### config.mk
export PLATFORM = sky130hd
export DESIGN_NAME = call_return_ctrl
export DESIGN_NICKNAME = d
export VERILOG_FILES = /design/src/rtl/call_return_ctrl.sv
export SDC_FILE = /design/constraint.sdc
export NUM_CORES = 1
export LEC_CHECK = 0
export CAP_MARGIN = 5
export CELL_PAD_IN_SITES_DETAIL_PLACEMENT = 1
export CELL_PAD_IN_SITES_GLOBAL_PLACEMENT = 1
export CORE_MARGIN = 2
export CORE_UTILIZATION = 30
export DETAILED_ROUTE_END_ITERATION = 12
export PLACE_DENSITY_LB_ADDON = 0.2
export SLEW_MARGIN = 40
export SYNTH_ARGS = -nofsm -noshare
export SYNTH_HDL_FRONTEND = slang
export SYNTH_SLANG_ARGS = --single-unit
export TNS_END_PERCENT = 5
### constraint.sdc
create_clock -name clk_i -period 1.9 [get_ports clk_i]
set_clock_uncertainty 0.05 [all_clocks]
set_input_delay 0.38 -clock clk_i [delete_from_list [all_inputs] [get_ports clk_i]]
set_output_delay 0.38 -clock clk_i [all_outputs]
set_load 0.01 [all_outputs]
### src/rtl/call_return_ctrl.sv
// call_return_ctrl: turns single-cycle CALL/RET requests from the control unit into
// sequenced operations on the LIFO return-address stack.
//
// Every stack operation (PUSH or POP) is followed by one SETTLE cycle with stk_en_o low,
// so the stack can refresh its peek output before the next request is accepted.
//
// Optional feature: define STACK_TRAP_EN to make a rejected request enter a sticky TRAP
// state that only trap_clr_i (or reset) leaves. Without it, rejects only pulse err_o.
//
// Ports:
//   clk_i          system clock, rising edge
//   clr_ni         asynchronous active-low reset
//   call_req_i     push call_addr_i (wins over ret_req_i)
//   ret_req_i      pop the return address
//   call_addr_i    return address to save
//   req_ready_o    a request will be accepted at the next edge
//   ret_valid_o    one-cycle pulse, ret_addr_o valid
//   ret_addr_o     restored return address (held until the next accepted RET)
//   err_o          one-cycle pulse, request rejected
//   depth_cnt_o    shadow count of entries pushed (informational, wraps)
//   trap_o         sticky error (STACK_TRAP_EN only, else 0)
//   trap_clr_i     clears trap (STACK_TRAP_EN only)
//   stk_c_o        stack c: 1 = push, 0 = pop
//   stk_en_o       stack en: 1 = operate, 0 = refresh peek
//   stk_push_o     stack push data
//   stk_peek_i     stack top of stack
//   stk_full_i     stack full flag
//   stk_not_empty_i stack not-empty flag
module call_return_ctrl #(
  parameter int unsigned Width = 8,
  parameter int unsigned Depth = 1
) (
  input  logic             clk_i,
  input  logic             clr_ni,
  input  logic             call_req_i,
  input  logic             ret_req_i,
  input  logic [Width-1:0] call_addr_i,
  output logic             req_ready_o,
  output logic             ret_valid_o,
  output logic [Width-1:0] ret_addr_o,
  output logic             err_o,
  output logic [Depth:0]   depth_cnt_o,
  output logic             trap_o,
  input  logic             trap_clr_i,
  output logic             stk_c_o,
  output logic             stk_en_o,
  output logic [Width-1:0] stk_push_o,
  input  logic [Width-1:0] stk_peek_i,
  input  logic             stk_full_i,
  input  logic             stk_not_empty_i
);

  typedef enum logic [2:0] {
    StIdle,
    StPush,
    StPop,
    StSettle
`ifdef STACK_TRAP_EN
    , StTrap
`endif
  } state_e;

  localparam logic [Depth:0] DepthOne = 1;

  state_e             state_q, state_d;
  logic [Width-1:0]   push_q, push_d;
  logic [Width-1:0]   ret_addr_q, ret_addr_d;
  logic [Depth:0]     depth_q, depth_d;
  logic               err_q, err_d;
  logic               reject;

  always_comb begin
    state_d    = state_q;
    push_d     = push_q;
    ret_addr_d = ret_addr_q;
    depth_d    = depth_q;
    err_d      = 1'b0;
    reject     = 1'b0;
    unique case (state_q)
      StIdle: begin
        if (call_req_i) begin
          if (!stk_full_i) begin
            push_d  = call_addr_i;
            depth_d = depth_q + DepthOne;
            state_d = StPush;
          end else begin
            reject = 1'b1;
          end
        end else if (ret_req_i) begin
          if (stk_not_empty_i) begin
            // Capture peek now: the pop will replace it with the next entry.
            ret_addr_d = stk_peek_i;
            depth_d    = depth_q - DepthOne;
            state_d    = StPop;
          end else begin
            reject = 1'b1;
          end
        end
      end
      StPush, StPop: state_d = StSettle;
      StSettle:      state_d = StIdle;
`ifdef STACK_TRAP_EN
      StTrap: begin
        if (trap_clr_i) begin
          state_d = StIdle;
        end
      end
`endif
      default: state_d = StIdle;
    endcase
    if (reject) begin
      err_d = 1'b1;
`ifdef STACK_TRAP_EN
      state_d = StTrap;
`endif
    end
  end

  always_ff @(posedge clk_i or negedge clr_ni) begin
    if (!clr_ni) begin
      state_q    <= StIdle;
      push_q     <= '0;
      ret_addr_q <= '0;
      depth_q    <= '0;
      err_q      <= 1'b0;
    end else begin
      state_q    <= state_d;
      push_q     <= push_d;
      ret_addr_q <= ret_addr_d;
      depth_q    <= depth_d;
      err_q      <= err_d;
    end
  end

`ifdef STACK_TRAP_EN
  logic trap_q, trap_d;

  always_comb begin
    trap_d = trap_q;
    if (reject) begin
      trap_d = 1'b1;
    end else if (state_q == StTrap && trap_clr_i) begin
      trap_d = 1'b0;
    end
  end

  always_ff @(posedge clk_i or negedge clr_ni) begin
    if (!clr_ni) begin
      trap_q <= 1'b0;
    end else begin
      trap_q <= trap_d;
    end
  end

  assign trap_o = trap_q;
`else
  logic unused_trap_clr;
  assign unused_trap_clr = trap_clr_i;
  assign trap_o          = 1'b0;
`endif

  assign req_ready_o = (state_q == StIdle);
  assign stk_en_o    = (state_q == StPush) || (state_q == StPop);
  assign stk_c_o     = (state_q == StPush);
  assign stk_push_o  = push_q;
  assign ret_valid_o = (state_q == StPop);
  assign ret_addr_o  = ret_addr_q;
  assign err_o       = err_q;
  assign depth_cnt_o = depth_q;

endmodule
==> flow_metrics.tcl, run 1 <==
set metrics [dict create \
    synth.area.top_cells "dfrtp_1 (55%), mux2_2 (20%), ha_1 (5.3%), nand4b_4 (2.5%), mux2i_1 (2.1%)" \
    min_path_type "input pin to asynchronous set/reset pin" \
    cts_tree "built" \
    wl_um 2140 \
    layout_common_cells "clkdlybuf4s50_1 (40), dfrtp_1 (21), mux2_2 (17), buf_4 (5)" \
    layout_min_cycle_time_ns 1.77 \
    dieArea_sq_mm 0.00364 \
    ys_warn_count 0 \
    design_area_sq_mm 0.00149 \
    syn_inst 66 \
    hpwl_um 1620 \
    crit_path_start_kind "register" \
    drive_gt1_share_pct 25.6 \
    grt_pass1_vias 730 \
    antenna_found_initial 0 \
    root_buffer "clkbuf_4" \
    multiInputGateArea_sq_um 403 \
    vias_per_cell 4.34 \
    endpoint_kind "primary output" \
    synth.ff_latch_count 21 \
    p_leak_nw 0.664 \
    setup_viol 0 \
    crit_fanout 3 \
    setup_ws_ns 0.125 \
    fin_tns_setup_ns 0 \
    worstPathRequired_ns 1.47 \
    drtIter0Drc 15 \
    netlist_area_sq_um 952 \
    clk_path_buf_depth 2 \
    grt_use_total_pct 12.9 \
    yosysUniqueCellTypes 23 \
    grt_max_degree 22 \
    path_clk_slew_ns 0.11 \
    fill_cells 327 \
    power_w 0.00220 \
    criticalPathCategory "register to primary output" \
    syn_area_per_cell_sq_um 14.4 \
    h-tree-depth 1 \
    vdd.ir_drop.worst_uv 659 \
    area_delta_synth_final_pct 56.9 \
    yosysTopAreaCell "dfrtp_1" \
    post_dp_cell_area_sq_mm 0.00146 \
    final.period_utilization_pct 93.4 \
    hold_violations 0 \
    critPathBufInv 2 \
    max_freq_ghz 0.563 \
    wire_per_inst_um 13.3 \
    rows 20 \
    p_per_area_mw_per_mm2 1470 \
    drv_slew 0 \
    synth_seq_area_share_pct 55.2 \
    postCtsHoldBufs 0 \
    grt_overflow 0 \
    gp_congestion 0.642 \
    num_io_pins 47 \
    finalNetCount 145 \
    pre_cts_slack_ns -0.0573 \
    path_delay_family "flip-flops" \
    antenna_left 0 \
    drv_cap 0 \
    status "completed" \
    yosysTopAreaCellShare_pct 55.2 \
    crit_arrival_ns 1.34 \
    core_area_sq_mm 0.00303 \
    die_h_um 60.3 \
    grt_first_pass_wirelength_um 3290 \
    diodes 0 \
    cpPeakStageDelay_ns 0.37 \
    port_buffers 44 \
    clk-insertion-delay-late_ns 0.30 \
    cts_made_buffers 3 \
    layout_commonest_cell "clkdlybuf4s50_1" \
    drtPass1Iterations 4 \
    route.detailed.drc 0 \
    rsz0062_at_grt "no" \
    start_util_pct 31.4 \
    critPathSlowestCell "dfrtp_1" \
    die_x_um 60.3 \
    ff_latch_area_sq_um 526 \
    crit_chain "inv_1, ha_1, dlygate4sd2_1" \
    syn_nets 93 \
    num_vias 699 \
    cts_sinks 21 \
]
-- power by group --
group          internal (W)  switching [W]  total (W)
clock network     0.0000819       0.000131   0.000213
logic              0.000734       0.000466    0.00120
registers          0.000667       0.000122   0.000789
total               0.00148       0.000719    0.00220
-- per-stage QoR --
stage          std cells  hold WS (ns)  util (%)
5_1_grt              161         0.347      49.3
4_1_cts              161         0.354      49.3
3_5_place_dp         155         0.445      48.1
6_report             161         0.353      49.3
3_3_place_gp         155         0.438      48.1
2_1_floorplan         66        0.0344         -
-- path summary, 6_finish.rpt --
| kind | start | endpoint | slack (ns) | depth (start not counted) |
|---|---|---|---|---|
| worst min register to register | stk_push_o[4]$_DFFE_PN0P_ | stk_push_o[4]$_DFFE_PN0P_ | 0.47 | 1 |
| worst min-delay path | clr_ni | stk_push_o[7]$_DFFE_PN0P_ | 0.35 | 2 |
| min in group clk_i | stk_push_o[4]$_DFFE_PN0P_ | stk_push_o[4]$_DFFE_PN0P_ | 0.47 | 1 |
| worst max-delay path | state_q[0]$_DFFE_PN0P_ | stk_en_o | 0.13 | 3 |
| max in group asynchronous | clr_ni | ret_addr_o[5]$_DFFE_PN0P_ | 1.23 | 2 |
| worst max register to register | state_q[1]$_DFFE_PN0P_ | depth_cnt_o[1]$_DFFE_PN0P_ | 0.25 | 6 |
-- flip-flops by register name, indices dropped and copies added (netlist names) --
register and cells:
state_q 2, err_o 1, stk_push_o 8, ret_addr_o 8, depth_cnt_o 2
-- Yosys cell counts (all sizes together) --
cell    instances
o21ai           1
conb            1
xnor2           1
or3b            1
nor3b           1
ha              4
and2            2
buf             2
a21oi           2
dfrtp          21
o31ai           1
nand4b          1
mux2i           2
inv             3
mux2           17
o21bai          1
nor2b           1
o21a            1
nor2            1
a221oi          1
nand3b          1
-- repair_timing --
| item | in CTS | in global routing |
|---|---|---|
| setup buffers | 2 | 0 |
| resized for setup | 4 | 0 |
| endpoints found under the setup margin | 4 | 0 |
-- kinds of logic after synthesis --
group | share of synthesized area [%]
flops | 55.2
mux | 22.2
simple gates | 8.02
compound gates | 5.52
buf+inv | 2.50
fa+ha+maj | 5.26
other cells | 0.394
xor+xnor | 0.920
-- routing by layer --
layer,routed length (um),up-vias,GRT usage [%]
met5,0,-,0
met4,25,0,4.76
met3,191,4,6.40
met2,1050,25,21.0
met1,870,338,14.7
li1,-,332,-
-- layout make-up --
type	instances	area share (%)
inverter	3	0.754
multi-input combinational	40	27.0
sequential	21	35.2
timing repair buffer	49	31.7
tap	44	3.69
clock buffer	4	1.76
Power figures use the tool's default switching activity.
==> run 2: changes to the inputs <==
- SLEW_MARGIN: 40 -> 20
- clock period: 1.9 -> 1.8 ns (I/O delays scaled with it)
==> run 2 against run 1 <==
  * Cell area up 3.0%
  * Power up 9.0%
  * Flip-flop and latch count unchanged
  * Combinational power up 11%
  * Non-clock buffer count up 2
  * Setup slack worse by 0.047 ns
==> flow_metrics.tcl, run 2 (same netlist as run 1, synthesis figures left out) <==
set metrics [dict create \
    num_vias 729 \
    drtPass1Iterations 2 \
    worstPathRequired_ns 1.39 \
    layout_commonest_cell "clkdlybuf4s50_1" \
    antenna_found_initial 0 \
    h-tree-depth 1 \
    antenna_left 0 \
    grt_max_degree 22 \
    root_buffer "clkbuf_4" \
    wire_per_inst_um 13.4 \
    drv_slew 0 \
    timing.rr.end "depth_cnt_o[1]$_DFFE_PN0P_" \
    hold_violations 0 \
    crit_arrival_ns 1.31 \
    start_util_pct 31.4 \
    area_delta_synth_final_pct 61.6 \
    crit_fanout 3 \
    final.period_utilization_pct 95.7 \
    cts_sinks 21 \
    path_clk_slew_ns 0.13 \
    r2r_slack_ns 0.21 \
    vdd.ir_drop.worst_uv 693 \
    grt_overflow 0 \
    clk_path_buf_depth 2 \
    crit_start "state_q[1]$_DFFE_PN0P_" \
    crit_path_start_kind "register" \
    core_area_sq_mm 0.00303 \
    port_buffers 44 \
    finalNetCount 147 \
    min_path_type "input pin to asynchronous set/reset pin" \
    holdWs_ns 0.343 \
    drv_cap 0 \
    endpoint "ret_valid_o" \
    setup_viol 0 \
    p_per_area_mw_per_mm2 1560 \
    criticalPathCategory "register to primary output" \
    dieArea_sq_mm 0.00364 \
    drive_gt1_share_pct 31.1 \
    grt_pass1_vias 778 \
    num_io_pins 47 \
    grt_use_total_pct 13.2 \
    fin_tns_setup_ns 0 \
    diodes 0 \
    r2r-start "state_q[1]$_DFFE_PN0P_" \
    p_leak_nw 0.675 \
    endpoint_kind "primary output" \
    layout_min_cycle_time_ns 1.72 \
    cts_tree "built" \
    hpwl_um 1710 \
    layout_common_cells "clkdlybuf4s50_1 (40), dfrtp_1 (20), mux2_2 (17), buf_4 (6), dlygate4sd2_1 (4)" \
    die_x_um 60.3 \
    gp_congestion 0.654 \
    route.detailed.drc 0 \
    rows 20 \
    wl_um 2190 \
    die_h_um 60.3 \
    postLayoutCoreUtil_pct 50.8 \
    status "completed" \
    rsz0062_at_grt "no" \
    max_freq_ghz 0.581 \
    grt_first_pass_wirelength_um 3500 \
    clk-insertion-delay-late_ns 0.29 \
    cts_made_buffers 3 \
    drtIter0Drc 9 \
    rr_worst_depth 6 \
    vias_per_cell 4.47 \
]
==> run 2: critical path: stages, from the launching register on <==
cell and delay, ns:
dfrtp_1 0.42, buf_4 0.14, ha_1 0.17, dlygate4sd2_1 0.28
==> run 2: metrics by stage <==
stage	total power, W	instances	instance area [sq um]	setup WS [ns]
after detailed placement	0.00219	158	1490	-0.0864
final	0.00240	163	1540	0.0779
after global routing	0.00258	163	1540	0.00527
after floorplan	0.00143	66	952	0.236
after CTS	0.00238	162	1520	0.0117
after global placement	0.00213	158	1490	-0.0316
==> run 2: timing repair <==
action                     CTS  global route
setup buffers                0             1
setup endpoints to repair    4             2
pin swaps                    0             0
hold buffers                 0             0
gates resized for setup      5             3
==> run 2: area by class of cell <==
cell class / instances / area [sq um]
fillers: 309 / 1490
clock inverters: 1 / 7.51
well taps: 44 / 55.1
clock buffers: 3 / 22.5
inverters: 3 / 11.3
flip-flops and latches: 21 / 527
multi-input cells: 40 / 415
repair buffers: 51 / 500
==> run 2: worst min-delay path by stage <==
stage,startpoint,end,slack [ns],cells past startpoint
final,clr_ni,ret_addr_o[1]$_DFFE_PN0P_,0.34,2
after global routing,clr_ni,stk_push_o[7]$_DFFE_PN0P_,0.36,2
after CTS,clr_ni,stk_push_o[7]$_DFFE_PN0P_,0.34,2
after detailed placement,ret_addr_o[2]$_DFFE_PN0P_,ret_addr_o[2]$_DFFE_PN0P_,0.44,1
after global placement,ret_addr_o[3]$_DFFE_PN0P_,ret_addr_o[3]$_DFFE_PN0P_,0.44,1
after floorplan,clr_ni,depth_cnt_o[0]$_DFFE_PN0P_,0.01,0
==> run 2: power breakdown <==
part / internal, W / switching (W) / total, W
clock: 0.0000847 / 0.000148 / 0.000233
sequential: 0.000706 / 0.000136 / 0.000841
combinational: 0.000813 / 0.000513 / 0.00133
==> run 2: per-layer routing <==
layer  vias to the layer above  global-route usage (%)  share of wire [%]
met1                       369                    14.8                 37
met2                        24                    21.7                 54
met5                         -                       0                  0
met4                         0                    3.81               0.68
li1                        334                       -                  -
met3                         2                    7.25                8.8
==> run 3: changes to the inputs <==
- ABC_CLOCK_PERIOD_IN_PS: default -> 1800
==> results of run 3 <==
The final DEF is identical to that of run 2; final timing and power are the same.
